===== config.mk =====
export PLATFORM = sky130hd
export DESIGN_NAME = program_loader
export DESIGN_NICKNAME = d
export VERILOG_FILES = /design/src/rtl/program_loader.sv
export SDC_FILE = /design/constraint.sdc
export NUM_CORES = 1
export LEC_CHECK = 0
export CAP_MARGIN = 40
export CELL_PAD_IN_SITES_DETAIL_PLACEMENT = 0
export CELL_PAD_IN_SITES_GLOBAL_PLACEMENT = 1
export CORE_MARGIN = 4
export CORE_UTILIZATION = 35
export DETAILED_ROUTE_END_ITERATION = 6
export PLACE_DENSITY_LB_ADDON = 0.12
export SYNTH_ARGS = -nofsm -noshare
export SYNTH_HDL_FRONTEND = slang
export SYNTH_SLANG_ARGS = --single-unit

===== constraint.sdc =====
create_clock -name i_clk -period 1.7 [get_ports i_clk]
set_input_delay 0.255 -clock i_clk [delete_from_list [all_inputs] [get_ports i_clk]]
set_output_delay 0.255 -clock i_clk [all_outputs]
set_load 0.01 [all_outputs]

===== src/rtl/program_loader.sv =====
// program_loader: byte-stream program loader and CPU run sequencer.
// Takes a header byte N (word count, 0 = 2**ADDR_W) and N big-endian 16-bit words.
// It writes each word to instruction memory, pulses the CPU reset, runs the CPU
// until the loop flag is seen, and then reports done.
// Optional build macro: LOADER_WATCHDOG_EN. It adds a run-cycle watchdog that
// leaves RUN after WDT_MAX cycles and raises o_timeout while in DONE.
//
// state   | meaning
// IDLE    | waiting for a header byte (word count)
// LOAD_HI | waiting for the high byte of the next word
// LOAD_LO | waiting for the low byte of the next word
// WRITE   | one-cycle instruction memory write strobe
// CPU_RST | one-cycle CPU reset pulse
// RUN     | CPU enabled until loop flag (or watchdog expiry)
// DONE    | program finished; a new header restarts loading

module program_loader #(
  parameter int               ADDR_W  = 8,
  parameter int               INSTR_W = 16,
  parameter int               WDT_W   = 16,
  parameter logic [WDT_W-1:0] WDT_MAX = 16'hFFFF
) (
  input  logic               i_clk,
  input  logic               i_rst,
  input  logic [7:0]         i_byte,
  input  logic               i_byte_valid,
  output logic               o_byte_ready,
  input  logic               i_abort,
  input  logic               i_loopf,
  output logic [ADDR_W-1:0]  o_instr_addr,
  output logic [INSTR_W-1:0] o_instr,
  output logic               o_instr_we,
  output logic               o_cpu_rst,
  output logic               o_ON,
  output logic               o_control_en,
  output logic               o_busy,
  output logic               o_done,
  output logic               o_timeout
);

  typedef enum logic [2:0] {
    IDLE    = 3'd0,
    LOAD_HI = 3'd1,
    LOAD_LO = 3'd2,
    WRITE   = 3'd3,
    CPU_RST = 3'd4,
    RUN     = 3'd5,
    DONE    = 3'd6
  } state_t;

  state_t               state_q, state_d;
  logic [INSTR_W-1:0]   instr_q, instr_d;
  logic [ADDR_W-1:0]    instr_addr_q, instr_addr_d;
  logic [ADDR_W-1:0]    word_idx_q, word_idx_d;
  logic [ADDR_W:0]      words_left_q, words_left_d;

  logic                 accept;
  logic                 last_word;
  logic                 wdt_tc;
  logic [ADDR_W:0]      hdr_words;

  // A byte is consumed only when ready and valid meet and no abort is pending
  assign accept    = i_byte_valid && o_byte_ready && !i_abort;
  // Word count is a down-counter; the write that sees 1 left is the last one
  assign last_word = (words_left_q == (ADDR_W+1)'(1));

  // Header 0 means a full memory image of 2**ADDR_W words
  always_comb begin
    hdr_words = (ADDR_W+1)'(i_byte);
    if (i_byte == 8'h00) begin
      hdr_words = {1'b1, {ADDR_W{1'b0}}};
    end
  end

  // State register
  always_ff @(posedge i_clk or posedge i_rst) begin
    if (i_rst) begin
      state_q <= IDLE;
    end else begin
      state_q <= state_d;
    end
  end

  // Next-state logic; abort overrides every transition
  always_comb begin
    state_d = state_q;
    if (i_abort) begin
      state_d = IDLE;
    end else begin
      case (state_q)
        IDLE:    if (accept) state_d = LOAD_HI;
        LOAD_HI: if (accept) state_d = LOAD_LO;
        LOAD_LO: if (accept) state_d = WRITE;
        WRITE:   state_d = last_word ? CPU_RST : LOAD_HI;
        CPU_RST: state_d = RUN;
        RUN: begin
          if (i_loopf)     state_d = DONE;
          else if (wdt_tc) state_d = DONE;
        end
        DONE:    if (accept) state_d = LOAD_HI;
        default: state_d = IDLE;
      endcase
    end
  end

  // Moore outputs decoded from the current state. DONE also accepts a new
  // header, so the loader is ready there as well.
  always_comb begin
    o_byte_ready = 1'b0;
    o_instr_we   = 1'b0;
    o_cpu_rst    = 1'b0;
    o_ON         = 1'b0;
    o_control_en = 1'b0;
    o_busy       = 1'b1;
    o_done       = 1'b0;
    case (state_q)
      IDLE: begin
        o_byte_ready = 1'b1;
        o_busy       = 1'b0;
      end
      LOAD_HI, LOAD_LO: o_byte_ready = 1'b1;
      WRITE:   o_instr_we = 1'b1;
      CPU_RST: o_cpu_rst  = 1'b1;
      RUN: begin
        o_ON         = 1'b1;
        o_control_en = 1'b1;
      end
      DONE: begin
        o_byte_ready = 1'b1;
        o_busy       = 1'b0;
        o_done       = 1'b1;
      end
      default: o_busy = 1'b0;
    endcase
  end

  // Datapath next values: word assembly, write address and word bookkeeping
  always_comb begin
    instr_d      = instr_q;
    instr_addr_d = instr_addr_q;
    word_idx_d   = word_idx_q;
    words_left_d = words_left_q;
    if (i_abort) begin
      instr_d      = '0;
      instr_addr_d = '0;
      word_idx_d   = '0;
      words_left_d = '0;
    end else begin
      case (state_q)
        IDLE, DONE: begin
          if (accept) begin
            words_left_d = hdr_words;
            word_idx_d   = '0;
          end
        end
        LOAD_HI: begin
          if (accept) instr_d[INSTR_W-1 -: 8] = i_byte;
        end
        LOAD_LO: begin
          if (accept) begin
            instr_d[7:0] = i_byte;
            instr_addr_d = word_idx_q;
          end
        end
        WRITE: begin
          word_idx_d   = word_idx_q + ADDR_W'(1);
          words_left_d = words_left_q - (ADDR_W+1)'(1);
        end
        default: ;
      endcase
    end
  end

  // Datapath registers; output address/data hold between writes
  always_ff @(posedge i_clk or posedge i_rst) begin
    if (i_rst) begin
      instr_q      <= '0;
      instr_addr_q <= '0;
      word_idx_q   <= '0;
      words_left_q <= '0;
    end else begin
      instr_q      <= instr_d;
      instr_addr_q <= instr_addr_d;
      word_idx_q   <= word_idx_d;
      words_left_q <= words_left_d;
    end
  end

  assign o_instr      = instr_q;
  assign o_instr_addr = instr_addr_q;

`ifdef LOADER_WATCHDOG_EN
  logic [WDT_W-1:0] wdt_q, wdt_d;
  logic             timeout_q, timeout_d;

  // Watchdog counts down from WDT_MAX-1 loaded at RUN entry; reaching zero
  // in a RUN cycle means WDT_MAX run cycles elapsed. Loop flag takes priority.
  assign wdt_tc = (state_q == RUN) && (wdt_q == '0);

  // Watchdog and timeout flag next values
  always_comb begin
    wdt_d     = wdt_q;
    timeout_d = timeout_q;
    if (i_abort) begin
      wdt_d     = '0;
      timeout_d = 1'b0;
    end else begin
      case (state_q)
        CPU_RST: wdt_d = WDT_MAX - WDT_W'(1);
        RUN: begin
          if (!i_loopf && wdt_tc) timeout_d = 1'b1;
          else if (wdt_q != '0)   wdt_d     = wdt_q - WDT_W'(1);
        end
        DONE: if (accept) timeout_d = 1'b0;
        default: ;
      endcase
    end
  end

  // Watchdog and timeout flag registers
  always_ff @(posedge i_clk or posedge i_rst) begin
    if (i_rst) begin
      wdt_q     <= '0;
      timeout_q <= 1'b0;
    end else begin
      wdt_q     <= wdt_d;
      timeout_q <= timeout_d;
    end
  end

  assign o_timeout = timeout_q;
`else
  logic unused_wdt_cfg;

  assign wdt_tc         = 1'b0;
  assign o_timeout      = 1'b0;
  assign unused_wdt_cfg = ^WDT_MAX;
`endif

endmodule

* Word level (Yosys, flattened, before mapping) *
Cells that the tools add are included.

storage, ports and cells
  register bits = 44
  input port bits = 13
  output and inout bits = 32

cells by class
  $add $sub $neg = 2
  equal/unequal tests = 11
  muxes and demuxes = 27
  reduce and logical (&&, ||, !) cells = 16

operators by type and width
  operator             count
  $mux 8               8
  $mux 9               3
  $mux 3               6
  $pmux 3 s6           1
  $pmux 9 s2           1
  $mux 16              1
  $pmux 8 s2           1
  $eq 3x3->1 const B   3
  $eq 9x1->1 const B   1
  $ne 3x3->1 const B   3
  $sub 9x1->9 const B  1
  $add 8x1->8 const B  1
  $logic_not 8->1      1
  $eq 3x2->1 const B   2
  $mux 1               6
  $reduce_and 2->1     3
  $reduce_bool 2->1    3
  $reduce_or 5->1      1
  $reduce_and 4->1     1
  $reduce_or 4->1      1
  $eq 3x1->1 const B   1
  $logic_not 3->1      1
  $ne 3x1->1 const B   1
  $reduce_bool 3->1    1
  other kinds (3)      4

* Logic depth before layout (Yosys ltp) *
  depth after elaboration = 8
  gate-level depth with buffers = 6

* Least setup slack after synthesis *
No wires, ideal clock.

  path kind = register to register
  from = register words_left_q[0]
  to = register words_left_q[6]
  arrival time = 1.497 ns
  data required time = 1.606 ns
  slack = 0.110 ns
  stages on the path, launching flop included = 7
  buffers on the path = 0
  cells stage by stage = dfrtp_1 -> inv_1 -> ha_1 -> or4b_1 -> o21ai_1 -> a21oi_1 -> a211oi_1

between the ends
  cells in the longest elaborated chain, start to end = 3

ends and longest elaborated chain
  item                      RTL line  RTL
  start: declaration        55        logic [ADDR_W:0] words_left_q, words_left_d;
  start signal: assignment  185       words_left_q <= words_left_d;
  $sub 9x1->9               167       words_left_d = words_left_q - (ADDR_W+1)'(1);
  $pmux 9 s2                149       case (state_q)
  $mux 9                    143       if (i_abort) begin

Every way passes these cells.
A chain may end at the register's enable or synchronous reset.

* Worst setup path after layout *
  from = register state_q[1]
  to = output o_busy

between the ends
  cells in the longest elaborated chain, start to end = 3

ends and longest elaborated chain
  item                                RTL line  RTL
  start: declaration                  51        state_t state_q, state_d;
  start signal: assignment            80        state_q <= state_d;
  $eq 3x3->1 (tied with other cells)  116       case (state_q)
  $reduce_or 5->1 (no line) (*)       -
  $mux 1 (*)                          116
  end: declaration                    36        output logic o_busy,

Mark *: on every way between the ends. The rest lies on a longest branch, timed or not.

==> flow_summary.yaml <==
synth:
  ys_seq_elements: 44
  syn_nets: 269
  synth_edf_count: 0
  yosys.area_share.simple_pct: 21.78
  postSynthCellCount: 253
  syn_avg_cell_area_um2: 9.035
  synth_compound_area_share_pct: 15.98
  yosys.area_share.adder_pct: 1.642
  yosysUniqueCellTypes: 46
  seq_area_frac_synth_pct: 48.17
  synth_mux_area_share_pct: 4.871
  synth-xor-area-share_pct: 1.861
  async_flop_share_pct: 100.0
  ys_warn_count: 0
  synth_top_family_by_area: "simple AND/OR/NAND/NOR gates"
  mappedNetlistArea_um2: 2286
  synth_flop_cell: "dfrtp_1"
clock_tree:
  cts_tree: "done"
  cts_buffers: 5
  clk_pin_slew_worst_paths_ns: 0.08
  clockRootBuffer: "clkbuf_8"
  cts_hold_buf: 0
  cts.path.max_buffers: 2
  cts_max_level: 2
  clock_sinks: 44
  clkLatencyLatePin_ns: 0.29
status:
  status: "completed"
worst_setup_path:
  endpoint: "o_busy"
  r2r_slack_ns: 0.10
  path_class: "reg2out"
  cpPeakStageDelay_ns: 0.45
  crit_arrival_ns: 1.36
  r2r-end: "word_idx_q[4]"
  critPathLaunchType: "register"
  crit_required_ns: 1.44
  crit_path_top_delay_cell: "dfrtp_2"
  rr_worst_depth: 5
  crit_chain: "buf_4 > nor3_2 > a21oi_1 > dlygate4sd2_1"
  end_kind: "output port"
  crit_path_max_fanout: 6
  crit_start: "state_q[1]"
  rr_startpoint: "state_q[1]"
place:
  post-place-cells: 387
  place_congestion: 0.7516
  post-place-ws_ns: -0.05724
  portBuffers: 43
  hpwl_um: 4414
sta:
  fin_ws_ns: 0.08268
  finClkSkew_ns: 0.003688
  finalMaxSlewViolations: 0
  hold_viol_final: 0
  period_share_pct: 95.14
  setup_viol: 0
  max_freq_ghz: 0.6183
  fin_tns_setup_ns: 0
  min_period_ns: 1.617
  holdWs_ns: 0.3010
global_route:
  grt_pass1_vias: 2031
  grt_pass1_wl_um: 10520
  antenna_found_initial: 0
  overflow: 0
  grt_max_degree: 45
  grt_use_total_pct: 17.53
cells_and_area:
  fillers: 618
  nets: 343
  final_cell_mix: "41 x nand2_1, 41 x dfrtp_1, 36 x clkdlybuf4s50_1"
  areaGrowthSynthToFinish_pct: 41.05
  n_antenna_cell: 0
  finalNonFillerCells: 404
  drive_above_1_share_pct: 20.80
  utilization_pct: 50.78
floorplanning:
  start_util_pct: 36.00
  row_count: 29
  io-pin-count: 45
  core_um2: 6350
  dieArea_um2: 7888
  dieWidth_um: 88.82
  die_h_um: 88.82
drt:
  dr.pass1.iters: 4
  drt_iter0_drc: 106
  drc: 0
  wl_um: 6673
  routedWlPerCell_um: 16.52
  vias: 2090
  routed_via_density: 5.173
  final_antenna_net_count: 0
power:
  ir_worst_vdd_mv: 0.4145
  pwr_density_cell_nw_per_um2: 702.8
  leakagePower_nw: 1.388
run:
  drv_cap: 0
hold_path:
  worstHoldPathType: "in2async"
==> area by class of cell <==
class,instances,area [um^2],area share [%]
Clock buffer,5,68.82,2.134
Clock inverter,2,12.51,0.3880
Inverter,9,35.03,1.087
Multi-Input combinational cell,183,1131,35.08
Sequential cell,44,1105,34.26
Tap cell,77,96.34,2.988
Timing Repair Buffer,84,775.7,24.06
==> where the power goes <==
part	switching [mW]	internal, mW	total [mW]
clock network	0.363	0.279	0.642
registers	0.0320	1.08	1.11
logic	0.257	0.255	0.513
total	0.652	1.61	2.27
==> critical path, delay by kind of cell, from the launching register on <==
kind / cells / cell delay, ns
AOI/OAI and AO/OA: 1 / 0.05
buffers and inverters: 2 / 0.43
DFF: 1 / 0.45
and+or+nand+nor: 1 / 0.13
==> what timing repair did <==
item                                    CTS  global route
pin swaps                                 0             7
buffers inserted                          7             3
gates cloned                              0             1
resized for setup                        15            25
endpoints found under the setup margin    7            28
==> kinds of logic (layout without fill, tap and decap cells) <==
kind of cell	count (synthesis)	count (layout)
muxes	11	11
other	1	1
buffers and inverters	26	100
DFF	44	44
AOI/OAI and AO/OA	63	63
xor gates and xnor gates	4	4
adders and majority gates	3	3
and+or+nand+nor	101	101
==> per-layer routing <==
layer,track usage [%],up-vias,part of all wire (%)
met5,0,-,0
met1,25.64,1014,49
met2,26.59,46,47
met3,3.631,8,3.4
met4,4.121,0,0.72
li1,-,1022,-
==> registers in the layout, indices dropped and copies added, names as in the netlist <==
register and cells:
words_left_q 9, o_instr 16, o_instr_addr 8, word_idx_q 8, state_q 3
==> stage by stage <==
stage | power (mW) | instance area, um^2
2_1_floorplan | 1.353 | 2286
3_3_place_gp | 1.571 | 2998
5_1_grt | 2.368 | 3224
6_report | 2.266 | 3224
4_1_cts | 2.240 | 3142
3_5_place_dp | 1.571 | 2998
==> synthesized netlist by cell type, drive strengths merged, types with 2 or more instances <==
library cell | number | area, um^2
mux2i | 10 | 100.1
a211oi | 5 | 42.54
nand4b | 2 | 17.52
nand3b | 2 | 27.53
a22oi | 2 | 15.01
nand3 | 5 | 25.02
a31oi | 3 | 18.77
buf | 9 | 61.31
inv | 8 | 30.03
o21ai | 11 | 55.05
a21o | 2 | 15.01
nand2b | 2 | 12.51
nor3b | 4 | 30.03
xor2 | 3 | 26.28
nand4 | 2 | 12.51
nand2 | 41 | 153.9
nor4b | 2 | 17.52
ha | 3 | 37.54
nor2 | 23 | 86.33
and3 | 3 | 18.77
nor4 | 3 | 18.77
clkbuf | 8 | 30.03
a21oi | 36 | 183.9
dfrtp | 44 | 1101
nor3 | 5 | 25.02
==> how the worst min path moves through the flow <==
| stage | startpoint | to | slack, ns | cells after the start |
|---|---|---|---|---|
| floorplan | i_byte[0] | o_instr[0] | 0.39 | 2 |
| global placement | o_instr[14] | o_instr[14] | 0.51 | 2 |
| detailed placement | o_instr[13] | o_instr[13] | 0.51 | 2 |
| CTS | i_rst | o_instr[1] | 0.30 | 3 |
| global route | i_rst | o_instr[1] | 0.31 | 3 |
| finish | i_rst | o_instr[1] | 0.30 | 3 |
No activity file was read; power rests on OpenSTA's default activity.
